--- src/rtl/osd_text_writer.sv ---
// On-screen-display text writer: turns CLEAR / PUTC / HEX commands into
// one-cell-per-cycle character RAM writes.
module osd_text_writer #(
    parameter int unsigned COLS          = 40,
    parameter int unsigned ROWS          = 30,
    parameter int unsigned CHAR_RAM_SIZE = COLS * ROWS
) (
    input  logic        clk,
    input  logic        reset_n,
    input  logic        cmd_valid,
    output logic        cmd_ready,
    input  logic [1:0]  cmd_op,
    input  logic [5:0]  cmd_col,
    input  logic [4:0]  cmd_row,
    input  logic [15:0] cmd_data,
    input  logic [2:0]  cmd_len,
    output logic [10:0] wr_addr,
    output logic [7:0]  wr_data,
    output logic        wr_en,
    output logic        busy,
    output logic        cmd_err
);

    localparam int unsigned COL_W  = 6;
    localparam int unsigned ROW_W  = 5;
    localparam int unsigned ADDR_W = 11;

    localparam logic [COL_W-1:0]  COLS_LIM  = COL_W'(COLS);
    localparam logic [ROW_W-1:0]  ROWS_LIM  = ROW_W'(ROWS);
    localparam logic [COL_W-1:0]  COL_LAST  = COL_W'(COLS - 1);
    localparam logic [ROW_W-1:0]  ROW_LAST  = ROW_W'(ROWS - 1);
    localparam logic [ADDR_W-1:0] COLS_A    = ADDR_W'(COLS);
    localparam logic [ADDR_W-1:0] CLR_LAST  = ADDR_W'(CHAR_RAM_SIZE - 1);

    // State encoding matches cmd_op so an accepted command maps directly.
    typedef enum logic [1:0] {
        ST_CLEAR = 2'd0,
        ST_PUTC  = 2'd1,
        ST_HEX   = 2'd2,
        ST_IDLE  = 2'd3
    } state_t;

    state_t              state, state_n;
    logic [COL_W-1:0]    col_q, col_n;
    logic [ROW_W-1:0]    row_q, row_n;
    logic [15:0]         data_q, data_n;
    logic [2:0]          left_q, left_n;
    logic [ADDR_W-1:0]   clr_q, clr_n;

    logic                cmd_ready_n, wr_en_n, busy_n, cmd_err_n;
    logic [ADDR_W-1:0]   wr_addr_n;
    logic [7:0]          wr_data_n;

    logic                cmd_ok;
    logic [ADDR_W-1:0]   cell_addr;
    logic [3:0]          nib;
    logic [7:0]          hex_char;

    // Command legality check, evaluated on the offered fields.
    always_comb begin
        cmd_ok = 1'b0;
        case (cmd_op)
            2'd0: cmd_ok = 1'b1;
            2'd1: cmd_ok = (cmd_col < COLS_LIM) && (cmd_row < ROWS_LIM);
            2'd2: cmd_ok = (cmd_col < COLS_LIM) && (cmd_row < ROWS_LIM) &&
                           (cmd_len != 3'd0) && (cmd_len <= 3'd4);
            default: cmd_ok = 1'b0;
        endcase
    end

    assign cell_addr = {6'b0, row_q} * COLS_A + {5'b0, col_q};
    assign nib       = 4'(data_q >> {left_q - 3'd1, 2'b00});
    assign hex_char  = (nib < 4'd10) ? (8'h30 + {4'b0, nib}) : (8'h37 + {4'b0, nib});

    // Next-state and registered-output computation.
    always_comb begin
        state_n     = state;
        col_n       = col_q;
        row_n       = row_q;
        data_n      = data_q;
        left_n      = left_q;
        clr_n       = clr_q;
        wr_en_n     = 1'b0;
        wr_addr_n   = wr_addr;
        wr_data_n   = wr_data;
        cmd_err_n   = 1'b0;
        cmd_ready_n = 1'b0;

        case (state)
            ST_IDLE: begin
                cmd_ready_n = 1'b1;
                if (cmd_valid && cmd_ready) begin
                    if (cmd_ok) begin
                        cmd_ready_n = 1'b0;
                        state_n     = state_t'(cmd_op);
                        col_n       = cmd_col;
                        row_n       = cmd_row;
                        data_n      = cmd_data;
                        left_n      = cmd_len;
                        clr_n       = '0;
                    end else begin
                        cmd_err_n = 1'b1;
                    end
                end
            end
            ST_CLEAR: begin
                wr_en_n   = 1'b1;
                wr_addr_n = clr_q;
                wr_data_n = data_q[7:0];
                clr_n     = clr_q + ADDR_W'(1);
                if (clr_q == CLR_LAST) state_n = ST_IDLE;
            end
            ST_PUTC: begin
                wr_en_n   = 1'b1;
                wr_addr_n = cell_addr;
                wr_data_n = data_q[7:0];
                state_n   = ST_IDLE;
            end
            ST_HEX: begin
                wr_en_n   = 1'b1;
                wr_addr_n = cell_addr;
                wr_data_n = hex_char;
                left_n    = left_q - 3'd1;
                if (col_q == COL_LAST) begin
                    col_n = '0;
                    row_n = (row_q == ROW_LAST) ? '0 : row_q + ROW_W'(1);
                end else begin
                    col_n = col_q + COL_W'(1);
                end
                if (left_q == 3'd1) state_n = ST_IDLE;
            end
            default: state_n = ST_IDLE;
        endcase

        // Busy covers the final write cycle as well as the active states.
        busy_n = (state_n != ST_IDLE) || wr_en_n;
    end

    always_ff @(posedge clk or negedge reset_n) begin
        if (!reset_n) begin
            state     <= ST_IDLE;
            col_q     <= '0;
            row_q     <= '0;
            data_q    <= '0;
            left_q    <= '0;
            clr_q     <= '0;
            cmd_ready <= 1'b0;
            wr_en     <= 1'b0;
            wr_addr   <= '0;
            wr_data   <= '0;
            busy      <= 1'b0;
            cmd_err   <= 1'b0;
        end else begin
            state     <= state_n;
            col_q     <= col_n;
            row_q     <= row_n;
            data_q    <= data_n;
            left_q    <= left_n;
            clr_q     <= clr_n;
            cmd_ready <= cmd_ready_n;
            wr_en     <= wr_en_n;
            wr_addr   <= wr_addr_n;
            wr_data   <= wr_data_n;
            busy      <= busy_n;
            cmd_err   <= cmd_err_n;
        end
    end

endmodule

--- config.mk ---
export PLATFORM = sky130hd
export DESIGN_NAME = osd_text_writer
export DESIGN_NICKNAME = d
export VERILOG_FILES = /design/src/rtl/osd_text_writer.sv
export SDC_FILE = /design/constraint.sdc
export NUM_CORES = 1
export LEC_CHECK = 0
export CELL_PAD_IN_SITES_DETAIL_PLACEMENT = 1
export CELL_PAD_IN_SITES_GLOBAL_PLACEMENT = 1
export CORE_MARGIN = 1
export CORE_UTILIZATION = 30
export CTS_CLUSTER_SIZE = 24
export DETAILED_ROUTE_END_ITERATION = 10
export PLACE_DENSITY_LB_ADDON = 0.1
export SKIP_CTS_REPAIR_TIMING = 1
export SLEW_MARGIN = 5
export SYNTH_ARGS = -nofsm -noshare
export SYNTH_HDL_FRONTEND = slang
export SYNTH_SLANG_ARGS = --single-unit
--- constraint.sdc ---
create_clock -name clk -period 3.11 [get_ports clk]
set_clock_uncertainty 0.15 [all_clocks]
set_input_delay 0.4665 -clock clk [delete_from_list [all_inputs] [get_ports clk]]
set_output_delay 0.4665 -clock clk [all_outputs]
set_load 0.02 [all_outputs]
==> metrics.txt <==
Max-slew headroom 0.357; worst-skew pair later-pin latency 0.35 ns; first-pass GRT wire length 17,800 um; Synth-to-Final Area Change 30.1%; core area 12,200 sq um; Critical Path Fanout Max 13; reg2reg start state[1]$_DFF_PN1_; share of cells above drive strength 1 0.136; n_diodes 0; unrepaired setup endpoints after global routing no; die area 13,200 sq um; Clock Tree Buf Depth 2; setup TNS 0 ns; CTS tree built; Clock transition at path regs 0.05 ns; Synth warnings 0; power per cell area 1210 nW/um^2; routed length per placed instance 17.3 um; hpwl dp 8100 um; clock share of power 0.194; CP Capture Type flop; asr flop ratio synth 1.00; fin cells 624; Clock Tree Root clkbuf_16; capturing point of the worst reg2reg path clr_q[2]$_DFFE_PN0P_; pin count of the biggest net entering global routing 42; antenna violations before repair 0; Placed Cells 608; Critical Path RT 3.23 ns; Distinct cells, synth 56; Max Fclk 385 MHz; Final WS setup 0.515 ns; drt pass-1 iters 4; final hold vios 0; Post-Syn Nets 442; Yosys top cell by area dfrtp_1; Worst-Margin Slew 0.965 ns; most frequent cells in the layout dfrtp_1 (64), clkdlybuf4s50_1 (56), nand2_1 (32), o21ai_0 (29), a21oi_1 (28); most common cell after layout, fill and taps aside dfrtp_1; 1st-iter DRT viols 142; Final nets 509; Hold WS 0.119 ns; Hold Path Class primary input to asynchronous set/reset pin; Max H-tree Level 3; Post-synth EDFFs 0; via count 3,232; R2R cell count 6; Syn Inst Count 384; CP Class primary input to flop; Mapped Area 3830 sq um; fillers 1,414; Net Switching 0.00253 W; vias in the first global route 3,331; Num CTS Buffers 9; reg-to-reg setup timing slack 0.62 ns; pre-CTS WS 0.124 ns; Pleak 2.07 nW; status finished, final reports clean; # port buffers 57; sw frac 0.420; antenna viol nets, final 0; RePlAce Congestion 0.872; vias per cell 5.18; Worst setup SP type primary input; crit path DAT 2.72 ns; Final Cycle Share 0.834; Peak VDD IR 0.370 mV; die width 115 um; internal power 0.00349 W; Top-Level Pins 58; DRC Markers 0; post-layout min period 2.59 ns; DIE HEIGHT 115 um; Synth top area share 0.418; share of total power in combinational logic 0.515; global route overflow 0; Setup Viol. Count Final 0; Clock Sinks 66; Initial Util 0.314; Max Cap Viol 0; Avg Inst Size Synth 9.98 sq um; ys flop type dfrtp_1; post-synthesis sequential area ratio 0.431; main area contributors after synthesis dfrtp_1 (42%), ha_1 (6.9%), mux2_2 (5.3%); Total GRT Usage 0.181; sequential share of power 0.292; pins over their slew limit 0; routed wire length 10,800 um; row count 40; register bit total from synthesis 66
## how the worst max path moves through the flow
stage,depth (start not counted),slack (ns),end,from
floorplan,6,0.71,data_q[10]$_DFFE_PN0P_,state[0]$_DFF_PN1_
global placement,7,0.22,clr_q[2]$_DFFE_PN0P_,cmd_col[4]
detailed placement,7,0.12,clr_q[2]$_DFFE_PN0P_,cmd_col[4]
CTS,7,0.48,clr_q[2]$_DFFE_PN0P_,cmd_col[4]
global route,7,0.27,col_q[2]$_DFFE_PN0P_,cmd_col[4]
finish,7,0.52,clr_q[2]$_DFFE_PN0P_,cmd_col[4]
## critical path, stage by stage
cell and delay, ns:
clkdlybuf4s50_1 0.42, o21ai_0 0.34, a21oi_1 0.30, o32a_1 0.51, buf_4 0.23, or3_1 0.31, a21oi_1 0.14
## power by group through the flow
stage,logic [W],registers [W],clock network (W)
after floorplan,0.00205,0.00175,0
final,0.00310,0.00175,0.00116
after global routing,0.00347,0.00182,0.00123
after detailed placement,0.00312,0.00177,0
after global placement,0.00307,0.00175,0
after CTS,0.00314,0.00176,0.00120
## cells in the mapped netlist, types with 3 or more instances
master     count
and2_1         4
ha_1          21
nor2_1        16
nand3_1       14
mux2i_1       10
o2bb2ai_1      4
o21ai_0       29
clkbuf_1       9
inv_1         24
nor4_1         4
o211ai_1       4
or4_1          4
nor2b_1        3
buf_2          4
nor3b_1        3
or3_1          7
xnor2_1        7
nand2b_1       3
o31ai_1        7
nand2_1       32
a22o_1         3
nor3_1        12
a21oi_1       28
and3_1         3
mux4_2         4
dfrtp_1       64
mux2_2        18
nand4_1        7
## per-stage QoR
stage                     area [sq um]  power [W]   util
after floorplan                   3830    0.00380      -
after global placement            4650    0.00482  0.381
after detailed placement          4650    0.00489  0.381
after CTS                         4990    0.00610  0.409
after global routing              4990    0.00652  0.409
final                             4990    0.00601  0.409
## cell families (layout without fill, tap and decap cells)
kind of cell	Yosys count	in the layout	synth area share
and+or+nand+nor	118	118	0.158
muxes	32	32	0.102
xor gates and xnor gates	7	7	0.0160
AOI/OAI and AO/OA	97	97	0.169
adders and majority gates	23	23	0.0790
DFF	66	66	0.431
buffers and inverters	41	113	0.0434
## final cells by class
type	count	area [sq um]	share of cell area
multi-input combinational	277	2010	0.404
sequential	66	1650	0.332
timing repair buffer	72	678	0.136
clock buffer	12	267	0.0534
tap	168	210	0.0421
inverter	25	93.8	0.0188
clock inverter	4	72.6	0.0145
## registers in the layout (all words and copies together) (netlist names), 2 cells and up
signal and count:
row_q 5, wr_data 8, left_q 3, state 2
clr_q 11, wr_addr 11, data_q 16, col_q 6
## routing by layer
metal | global-route usage | vias up | share of wire
met5 | 0 | - | 0
li1 | - | 1543 | -
met1 | 0.238 | 1609 | 0.49
met4 | 0.0606 | 0 | 0.012
met3 | 0.0517 | 9 | 0.039
met2 | 0.284 | 71 | 0.46
(Power assumes the default switching activity.)
